--- config.mk ---
export PLATFORM = sky130hd
export DESIGN_NAME = id_stall_ctrl_flat
export DESIGN_NICKNAME = d
export VERILOG_FILES = /design/src/rtl/id_stall_ctrl_if.sv /design/src/rtl/id_stall_ctrl.sv /design/src/flat_wrapper.sv
export SDC_FILE = /design/constraint.sdc
export NUM_CORES = 1
export LEC_CHECK = 0
export ABC_AREA = 0
export CORE_ASPECT_RATIO = 1.5
export CORE_MARGIN = 1.5
export CORE_UTILIZATION = 49
export DETAILED_ROUTE_END_ITERATION = 16
export PLACE_DENSITY = 0.8
export SETUP_SLACK_MARGIN = 0.5
export SKIP_LAST_GASP = 1
export SLEW_MARGIN = 5
export SYNTH_ARGS = -nofsm -noshare
export SYNTH_HDL_FRONTEND = slang
export SYNTH_SLANG_ARGS = --single-unit
--- constraint.sdc ---
create_clock -name clk -period 2.45 [get_ports clk]
set_input_delay 0.3675 -clock clk [delete_from_list [all_inputs] [get_ports clk]]
set_output_delay 0.3675 -clock clk [all_outputs]
set_load 0.05 [all_outputs]
--- src/rtl/id_stall_ctrl_if.sv ---
// Handshake bundle between the pipeline hazard-detection signals and the ID-stage interlock.
// The master side is the pipeline; the slave side is the stall controller.
interface id_stall_ctrl_if #(
  parameter int CNT_W = 32
);
  logic [4:0]       IF_ID_rs;
  logic [4:0]       IF_ID_rt;
  logic             ID_uses_rs;
  logic             ID_uses_rt;
  logic             ID_is_branch;
  logic [4:0]       ID_EX_Write_register;
  logic             ID_EX_RegWrite;
  logic             ID_EX_MemRead;
  logic [4:0]       EX_MEM_Write_register;
  logic             EX_MEM_MemRead;
  logic             EX_MEM_MemWrite;
  logic             mem_ready;
  logic             PC_Write;
  logic             IF_ID_Write;
  logic             ID_EX_Flush;
  logic             freeze;
  logic [CNT_W-1:0] stall_count;
  logic             mem_timeout;

  modport master (
    output IF_ID_rs, IF_ID_rt, ID_uses_rs, ID_uses_rt, ID_is_branch,
           ID_EX_Write_register, ID_EX_RegWrite, ID_EX_MemRead,
           EX_MEM_Write_register, EX_MEM_MemRead, EX_MEM_MemWrite, mem_ready,
    input  PC_Write, IF_ID_Write, ID_EX_Flush, freeze, stall_count, mem_timeout
  );

  modport slave (
    input  IF_ID_rs, IF_ID_rt, ID_uses_rs, ID_uses_rt, ID_is_branch,
           ID_EX_Write_register, ID_EX_RegWrite, ID_EX_MemRead,
           EX_MEM_Write_register, EX_MEM_MemRead, EX_MEM_MemWrite, mem_ready,
    output PC_Write, IF_ID_Write, ID_EX_Flush, freeze, stall_count, mem_timeout
  );
endinterface

--- src/rtl/id_stall_ctrl.sv ---
// ID-stage interlock: stalls fetch/decode for hazards forwarding cannot cover and
// freezes the back end while data memory is busy.
//
//   state     | meaning
//   ----------+-------------------------------------------------------------
//   S_RUN     | normal issue; hazard cost evaluated every cycle
//   S_STALL   | extra bubble cycles pending (rem_q), hazard not re-evaluated
//   S_MEMWAIT | data memory busy; pipeline frozen, pending bubbles in saved_q
module id_stall_ctrl #(
  parameter int CNT_W       = 32,
  parameter int MEM_TIMEOUT = 255
) (
  input logic           clk,
  input logic           reset_n,
  id_stall_ctrl_if.slave bus
);
  localparam int TMR_W = $clog2(MEM_TIMEOUT + 1);
  localparam logic [TMR_W-1:0] TMR_MAX = TMR_W'(MEM_TIMEOUT);

  typedef enum logic [1:0] {
    S_RUN     = 2'd0,
    S_STALL   = 2'd1,
    S_MEMWAIT = 2'd2
  } state_t;

  state_t           state_q, state_d;
  logic [1:0]       rem_q, rem_d;
  logic [1:0]       saved_q, saved_d;
  logic [TMR_W-1:0] timer_q, timer_d;
  logic             timeout_q, timeout_d;
  logic [CNT_W-1:0] cnt_q, cnt_d;

  logic       match_ex, match_mem, mem_wait, stalled, frozen;
  logic [1:0] cost;
  logic       pc_write, if_id_write, id_ex_flush, freeze_o;

  always_comb begin
    match_ex  = (bus.ID_EX_Write_register != 5'd0) &&
                ((bus.ID_uses_rs && (bus.ID_EX_Write_register == bus.IF_ID_rs)) ||
                 (bus.ID_uses_rt && (bus.ID_EX_Write_register == bus.IF_ID_rt)));
    match_mem = (bus.EX_MEM_Write_register != 5'd0) &&
                ((bus.ID_uses_rs && (bus.EX_MEM_Write_register == bus.IF_ID_rs)) ||
                 (bus.ID_uses_rt && (bus.EX_MEM_Write_register == bus.IF_ID_rt)));
    mem_wait  = (bus.EX_MEM_MemRead | bus.EX_MEM_MemWrite) & ~bus.mem_ready;
  end

  // Priority order matters: a branch behind a load in EX needs two bubbles.
  always_comb begin
    cost = 2'd0;
    if (bus.ID_is_branch && bus.ID_EX_MemRead && match_ex)
      cost = 2'd2;
    else if (bus.ID_is_branch && bus.ID_EX_RegWrite && match_ex)
      cost = 2'd1;
    else if (bus.ID_is_branch && bus.EX_MEM_MemRead && match_mem)
      cost = 2'd1;
    else if (bus.ID_EX_MemRead && match_ex)
      cost = 2'd1;
  end

  always_comb begin
    state_d = state_q;
    rem_d   = rem_q;
    saved_d = saved_q;
    timer_d = '0;
    case (state_q)
      S_RUN: begin
        if (mem_wait) begin
          state_d = S_MEMWAIT;
          saved_d = 2'd0;
        end else if (cost == 2'd2) begin
          state_d = S_STALL;
          rem_d   = 2'd1;
        end
      end
      S_STALL: begin
        if (mem_wait) begin
          state_d = S_MEMWAIT;
          saved_d = rem_q;
        end else if (rem_q <= 2'd1) begin
          state_d = S_RUN;
        end else begin
          rem_d = rem_q - 2'd1;
        end
      end
      S_MEMWAIT: begin
        if (bus.mem_ready) begin
          if (saved_q != 2'd0) begin
            state_d = S_STALL;
            rem_d   = saved_q;
          end else begin
            state_d = S_RUN;
          end
        end else begin
          timer_d = (timer_q == TMR_MAX) ? TMR_MAX : timer_q + TMR_W'(1);
        end
      end
      default: state_d = S_RUN;
    endcase
  end

  always_comb begin
    frozen      = mem_wait || (state_q == S_MEMWAIT);
    stalled     = (state_q == S_STALL) || ((state_q == S_RUN) && (cost != 2'd0));
    pc_write    = 1'b1;
    if_id_write = 1'b1;
    id_ex_flush = 1'b0;
    freeze_o    = 1'b0;
    if (!reset_n) begin
      pc_write    = 1'b0;
      if_id_write = 1'b0;
      id_ex_flush = 1'b1;
    end else if (frozen) begin
      pc_write    = 1'b0;
      if_id_write = 1'b0;
      freeze_o    = 1'b1;
    end else if (stalled) begin
      pc_write    = 1'b0;
      if_id_write = 1'b0;
      id_ex_flush = 1'b1;
    end
  end

  always_comb begin
    timeout_d = timeout_q | (timer_d == TMR_MAX);
    cnt_d     = (!pc_write && (cnt_q != {CNT_W{1'b1}})) ? cnt_q + CNT_W'(1) : cnt_q;
  end

  always_ff @(posedge clk or negedge reset_n) begin
    if (!reset_n) begin
      state_q   <= S_RUN;
      rem_q     <= 2'd0;
      saved_q   <= 2'd0;
      timer_q   <= '0;
      timeout_q <= 1'b0;
      cnt_q     <= '0;
    end else begin
      state_q   <= state_d;
      rem_q     <= rem_d;
      saved_q   <= saved_d;
      timer_q   <= timer_d;
      timeout_q <= timeout_d;
      cnt_q     <= cnt_d;
    end
  end

  assign bus.PC_Write    = pc_write;
  assign bus.IF_ID_Write = if_id_write;
  assign bus.ID_EX_Flush = id_ex_flush;
  assign bus.freeze      = freeze_o;
  assign bus.stall_count = cnt_q;
  assign bus.mem_timeout = timeout_q;
endmodule

--- src/flat_wrapper.sv ---
// flat-port wrapper written by rule: the top's interface ports become plain ports
module id_stall_ctrl_flat 
#(
  parameter int CNT_W       = 32,
  parameter int MEM_TIMEOUT = 255
)
  (clk, reset_n, bus_IF_ID_rs, bus_IF_ID_rt, bus_ID_uses_rs, bus_ID_uses_rt, bus_ID_is_branch, bus_ID_EX_Write_register, bus_ID_EX_RegWrite, bus_ID_EX_MemRead, bus_EX_MEM_Write_register, bus_EX_MEM_MemRead, bus_EX_MEM_MemWrite, bus_mem_ready, bus_PC_Write, bus_IF_ID_Write, bus_ID_EX_Flush, bus_freeze, bus_stall_count, bus_mem_timeout);
  id_stall_ctrl_if #(.CNT_W(CNT_W)) bus_i ();
  input logic clk;
  input logic reset_n;
  input wire logic [$bits(bus_i.IF_ID_rs)-1:0] bus_IF_ID_rs;
  input wire logic [$bits(bus_i.IF_ID_rt)-1:0] bus_IF_ID_rt;
  input wire logic [$bits(bus_i.ID_uses_rs)-1:0] bus_ID_uses_rs;
  input wire logic [$bits(bus_i.ID_uses_rt)-1:0] bus_ID_uses_rt;
  input wire logic [$bits(bus_i.ID_is_branch)-1:0] bus_ID_is_branch;
  input wire logic [$bits(bus_i.ID_EX_Write_register)-1:0] bus_ID_EX_Write_register;
  input wire logic [$bits(bus_i.ID_EX_RegWrite)-1:0] bus_ID_EX_RegWrite;
  input wire logic [$bits(bus_i.ID_EX_MemRead)-1:0] bus_ID_EX_MemRead;
  input wire logic [$bits(bus_i.EX_MEM_Write_register)-1:0] bus_EX_MEM_Write_register;
  input wire logic [$bits(bus_i.EX_MEM_MemRead)-1:0] bus_EX_MEM_MemRead;
  input wire logic [$bits(bus_i.EX_MEM_MemWrite)-1:0] bus_EX_MEM_MemWrite;
  input wire logic [$bits(bus_i.mem_ready)-1:0] bus_mem_ready;
  output wire logic [$bits(bus_i.PC_Write)-1:0] bus_PC_Write;
  output wire logic [$bits(bus_i.IF_ID_Write)-1:0] bus_IF_ID_Write;
  output wire logic [$bits(bus_i.ID_EX_Flush)-1:0] bus_ID_EX_Flush;
  output wire logic [$bits(bus_i.freeze)-1:0] bus_freeze;
  output wire logic [$bits(bus_i.stall_count)-1:0] bus_stall_count;
  output wire logic [$bits(bus_i.mem_timeout)-1:0] bus_mem_timeout;
  assign bus_i.IF_ID_rs = bus_IF_ID_rs;
  assign bus_i.IF_ID_rt = bus_IF_ID_rt;
  assign bus_i.ID_uses_rs = bus_ID_uses_rs;
  assign bus_i.ID_uses_rt = bus_ID_uses_rt;
  assign bus_i.ID_is_branch = bus_ID_is_branch;
  assign bus_i.ID_EX_Write_register = bus_ID_EX_Write_register;
  assign bus_i.ID_EX_RegWrite = bus_ID_EX_RegWrite;
  assign bus_i.ID_EX_MemRead = bus_ID_EX_MemRead;
  assign bus_i.EX_MEM_Write_register = bus_EX_MEM_Write_register;
  assign bus_i.EX_MEM_MemRead = bus_EX_MEM_MemRead;
  assign bus_i.EX_MEM_MemWrite = bus_EX_MEM_MemWrite;
  assign bus_i.mem_ready = bus_mem_ready;
  assign bus_PC_Write = bus_i.PC_Write;
  assign bus_IF_ID_Write = bus_i.IF_ID_Write;
  assign bus_ID_EX_Flush = bus_i.ID_EX_Flush;
  assign bus_freeze = bus_i.freeze;
  assign bus_stall_count = bus_i.stall_count;
  assign bus_mem_timeout = bus_i.mem_timeout;
  id_stall_ctrl #(.CNT_W(CNT_W), .MEM_TIMEOUT(MEM_TIMEOUT)) u_core (.clk(clk), .reset_n(reset_n), .bus(bus_i));
endmodule
# After elaboration in Yosys (flattened, before gate mapping)
# Cells that the tools add are included.
# W data, S select, Z words.
totals:
  reg_bits: 47
  inputBits: 30
classes:
  add_sub_neg: 3
  order_cmp: 1
  eq_ne: 20
  muxes: 31
  n_bitwise: 4
  n_reduce_logical: 30
op_table:
  columns: ["op", "count"]
  rows:
  - ["$add A32 B1 Y32 const B", 1]
  - ["$ne A32 B32 Y1 const B", 1]
  - ["$mux W2", 15]
  - ["$mux W8", 3]
  - ["$eq A5 B5 Y1", 4]
  - ["$eq A8 B8 Y1 const B", 2]
  - ["$logic_and A1 B1 Y1", 15]
  - ["$pmux W2 S3", 2]
  - ["$mux W1", 10]
  - ["$reduce_bool A5 Y1", 2]
  - ["$add A8 B1 Y8 const B", 1]
  - ["$ne A2 B1 Y1 const B", 4]
  - ["$ne A2 B2 Y1 const B", 4]
  - ["$reduce_and A7 Y1", 1]
  - ["$ne A3 B1 Y1 const B", 2]
  - ["$reduce_and A3 Y1", 2]
  - ["$reduce_bool A2 Y1", 3]
  - ["$eq A2 B2 Y1 const B", 2]
  - ["$logic_or A1 B1 Y1", 4]
  - ["$pmux W2 S2", 1]
  - ["$reduce_bool A3 Y1", 1]
  - ["$eq A2 B1 Y1 const B", 1]
  - ["$le A2 B1 Y1 const B", 1]
  - ["$logic_not A2 Y1", 1]
  - ["5 further kinds", 6]

# Logic depth before layout (Yosys ltp)
depth:
  depth_word: 17
  ltp_mapped: 10

# Worst setup path before layout
# No wires, ideal clock.
synth_timing:
  path_kind: "input to output"
  from: "in bus_IF_ID_rt[2]"
  to: "out bus_ID_EX_Flush"
  t_arrival_ns: 2.521
  required_ns: 2.082
  setup_slack_ns: -0.438
  path_stages: 6
  cell_sequence: "xor2_1 -> nor4_1 -> a32oi_1 -> o21bai_1 -> and2b_1 -> o31ai_1"
synth_via:
  elab_chain_cells: 15
  elab_cells_between_ends: 22
synth_rtl:
  columns: ["item", "line_no", "rtl"]
  rows:
  - ["start: declaration", "flat_wrapper.sv:12", "input wire logic [$bits(bus_i.IF_ID_rt)-1:0] bus_IF_ID_rt;"]
  - ["$eq A5 B5 Y1", "id_stall_ctrl.sv:40", "(bus.ID_uses_rt && (bus.ID_EX_Write_register == bus.IF_ID_rt)));"]
  - ["$logic_and A1 B1 Y1", "id_stall_ctrl.sv:40", null]
  - ["$logic_or A1 B1 Y1", "id_stall_ctrl.sv:39", "((bus.ID_uses_rs && (bus.ID_EX_Write_register == bus.IF_ID_rs)) ||"]
  - ["$logic_and A1 B1 Y1", "id_stall_ctrl.sv:38", "match_ex = (bus.ID_EX_Write_register != 5'd0) &&"]
  - ["$logic_and A1 B1 Y1", "id_stall_ctrl.sv:56", "else if (bus.ID_EX_MemRead && match_ex)"]
  - ["$mux W1", "id_stall_ctrl.sv:56", null]
  - ["$mux W2", "id_stall_ctrl.sv:54", "else if (bus.ID_is_branch && bus.EX_MEM_MemRead && match_mem)"]
  - ["$mux W2", "id_stall_ctrl.sv:52", "else if (bus.ID_is_branch && bus.ID_EX_RegWrite && match_ex)"]
  - ["$mux W2 *", "id_stall_ctrl.sv:50", "if (bus.ID_is_branch && bus.ID_EX_MemRead && match_ex)"]
  - ["$reduce_bool A2 Y1 *", "id_stall_ctrl.sv:103", "stalled = (state_q == S_STALL) || ((state_q == S_RUN) && (cost != 2'd0));"]
  - ["$logic_and A1 B1 Y1 *", "id_stall_ctrl.sv:103", null]
  - ["$logic_or A1 B1 Y1 *", "id_stall_ctrl.sv:103", null]
  - ["$mux W1 *", "id_stall_ctrl.sv:116", "end else if (stalled) begin"]
  - ["$mux W1 *", "id_stall_ctrl.sv:112", "end else if (frozen) begin"]
  - ["$mux W1 *", "id_stall_ctrl.sv:108", "if (!reset_n) begin"]
  - ["end: declaration", "flat_wrapper.sv:25", "output wire logic [$bits(bus_i.ID_EX_Flush)-1:0] bus_ID_EX_Flush;"]
# Mark *: on every way between the ends. The rest lies on a longest branch, timed or not.

# Final worst setup path
layout_timing:
  from: "reg u_core.cnt_q[5] (netlist: u_core.bus.stall_count[5])"
  to: "reg u_core.cnt_q[29] (netlist: u_core.bus.stall_count[29])"
layout_via:
  elab_chain_cells: 2
  elab_cells_between_ends: 3
layout_rtl:
  columns: ["item", "line_no", "rtl"]
  rows:
  - ["start: declaration", "id_stall_ctrl.sv:31", "logic [CNT_W-1:0] cnt_q, cnt_d;"]
  - ["start signal: assignment", "id_stall_ctrl.sv:142", "cnt_q <= cnt_d;"]
  - ["parallel branches: the longest is 2 deep, another holds $add A32 B1 Y32", null, null]
# Parallel ways; which one is timed is not known.
# A chain may end at the register's enable or synchronous reset.

==> results.md <==
- Critical R2R Launch: u_core.bus.stall_count[5]
- Leakage: 2.18 nW
- Clock sink count: 47
- Crit. End Element: register
- Die width: 62.4 µm
- Initial core utilization: 0.507
- Critical Path Start Type: register
- WP data arrival: 2610 ps
- Ys Warns: 0
- Setup violations, final: 0
- Number of CTS-inserted buffers: 5
- Vias in the first global route: 2606
- First-pass GRT wire length: 11800 µm
- Power per cell area: 766 nW/µm²
- Syn Area/Cell: 10.4 µm²
- Setup Skew: 8.08 ps
- Post-Syn Nets: 287
- Initial DRC count: 102
- CP max FO: 5
- Maximum clock insertion buffer count: 2
- # IOs: 67
- Yosys reg bits: 47
- Hold_buf cts: 0
- DP Cell Count: 401
- Final ANT Viol Nets: 0
- Relative slew margins: 0.635
- Post-Syn Instances: 250
- Fillers: 286
- Port Buffer Count: 66
- Highest routed layer: met4
- Die Area: 5760 µm²
- Core area: 5120 µm²
- Total number of vias: 2514
- RSZ-0062 raised after global routing: yes
- Yosys cell types: 48
- FFs w/ async S/R, synth: 1.00
- Worst Path Required: 2680 ps
- Sequential area share after synthesis: 0.453
- Area Growth Syn to Fin: 65.0%
- Met1 wire length: 3190 µm
- Tmin final: 2380 ps
- Most frequent cells in the layout: buf_4, dfrtp_1, xnor2_1
- Routed WL: 8980 µm
- Core Rows: 32
- WS Path Type: reg -> reg
- Sequential cell area: 1180 µm²
- Worst Reg2Reg Path Length in Cells: 9
- WL/cell: 20.4 µm
- Critical Path Start: u_core.bus.stall_count[5]
- Critical Path End: u_core.bus.stall_count[29]
- Drt pass-1 iters: 4
- Capturing point of the worst reg2reg path: u_core.bus.stall_count[29]
- N_diodes: 0
- Met3 WL post-DR: 401 µm
- Number of synthesized flops with an enable pin: 0
- Max-cap violations: 0
- H-tree levels: 2
- TritonCTS clock tree: done
- Cell Area, Synth: 2600 µm²
- GRT overflow: 0
- Met2 wire len: 5100 µm
- Finished Layout Cells: 441
- Initial antenna violation count: 0
- Tcrit/Tclk final: 0.973
- Worst-skew pair later-pin latency: 320 ps
- Worst-path clk slew: 100 ps
- Area of the multi-input gates: 1750 µm²
- DRC: 0
- Worst-Margin Slew: 546 ps
- Final hold vios: 0
- DIE HEIGHT: 92.2 µm
- R2r setup slk: 70 ps
- Status: finished clean
- Largest net degree at the start of global routing: 29
- Hold Path Class: in -> async
- Fmax: 420 MHz
- Layout Nets: 409
- Clock root buffer: clkbuf_8
- Max Transition Viols Final: 0
- Share of cells above drive strength 1: 0.432
- Gpl congestion: 0.831
- Vias per cell: 5.70
- Layout Utilization: 0.836
- Detailed placer's ending HPWL: 4680 µm
- Peak VDD IR: 846 µV
- Tot GR Track Use: 0.259
- Most used DFF post-synth: dfrtp_1
-- synth_stat cells, types with 2 or more instances --
library cell / count / share of area
dfrtp_1: 47 / 0.45
xnor2_1: 40 / 0.13
nand2_1: 20 / 0.029
nand3_1: 19 / 0.037
xor2_1: 14 / 0.047
a21oi_1: 12 / 0.023
nand4_1: 12 / 0.029
and3_1: 10 / 0.024
nor2_1: 9 / 0.013
ha_1: 7 / 0.034
inv_1: 6 / 0.0087
o21ai_0: 6 / 0.012
mux2_2: 3 / 0.013
nor3_1: 3 / 0.0058
a32o_1: 2 / 0.0077
and2_1: 2 / 0.0048
and2b_1: 2 / 0.0058
and4_1: 2 / 0.0067
buf_2: 2 / 0.0039
nor2b_1: 2 / 0.0048
nor4_1: 2 / 0.0048
o31ai_1: 2 / 0.0058
-- final cells by class --
cell class              instances  share of cell area
clock buffers                   5              0.0161
clock inverters                 3              0.0108
inverters                       6             0.00525
multi-input cells             192               0.408
flip-flops and latches         47               0.276
well taps                      68              0.0198
repair buffers                120               0.264
-- worst min-delay path by stage --
stage | cells past startpoint | startpoint | end | slack, ps
after floorplan | 0 | reset_n | u_core.bus.mem_timeout | 70
after global placement | 2 | reset_n | u_core.timer_q[5] | 400
after detailed placement | 2 | reset_n | u_core.bus.stall_count[30] | 400
after CTS | 2 | reset_n | u_core.bus.stall_count[30] | 60
after global routing | 2 | reset_n | u_core.bus.mem_timeout | 80
final | 2 | reset_n | u_core.bus.stall_count[30] | 60
-- sequential cells by signal, summed over array words and instances (netlist names) --
register	cells
u_core.bus.mem_timeout	1
u_core.bus.stall_count	32
u_core.rem_q	2
u_core.saved_q	2
u_core.state_q	2
u_core.timer_q	8
-- per-stage QoR --
step / setup slack, ps / power, mW / setup TNS (ps) / area [µm²] / hold slack [ps]
4_1_cts: 127 / 3.06 / 0 / 3980 / 60.5
6_report: 66.8 / 3.28 / 0 / 4290 / 55.4
3_3_place_gp: -321 / 2.21 / -6820 / 3530 / 401
3_5_place_dp: -335 / 2.25 / -8950 / 3530 / 402
5_1_grt: 12.2 / 3.41 / 0 / 4290 / 77.3
2_1_floorplan: -32.1 / 1.79 / -137 / 2620 / 71.9
-- per-layer routing --
metal  vias up  track usage
li1       1135            -
met1      1252        0.284
met2       106        0.484
met3        21       0.0515
met4         0       0.0981
met5         -            0
-- repair_timing --
action | 4_1_cts | 5_1_grt
cloned | 1 | 0
endpoints found under the hold margin | 0 | 0
setup buffers | 22 | 9
pin swaps | 40 | 51
setup endpoints to repair | 45 | 58
gates resized for setup | 106 | 75
-- where the power goes --
part	switching, mW	internal, mW	total (mW)	leakage [nW]
Combinational	0.917	0.741	1.66	1.51
Sequential	0.118	0.893	1.01	0.621
Clock	0.306	0.308	0.614	0.0548
-- logic make-up (layout without fill, tap and decap cells) --
| logic type | after synthesis | after routing | share of synthesized area |
|---|---|---|---|
| simple gates | 95 | 95 | 0.215 |
| xor+xnor | 54 | 54 | 0.182 |
| mux | 3 | 3 | 0.0130 |
| flops | 47 | 47 | 0.453 |
| compound gates | 33 | 33 | 0.0843 |
| fa+ha+maj | 7 | 7 | 0.0337 |
| buf+inv | 11 | 134 | 0.0188 |
-- critical path, stage by stage, from the launching register on --
cell     delay [ps]
dfrtp_2         390
and4_4          240
and3_4          200
and2_4          160
and3_2          250
nand3_2         130
nor4_4          400
buf_6           210
nand3_2          90
xnor2_1         220
(Power assumes the default switching activity.)
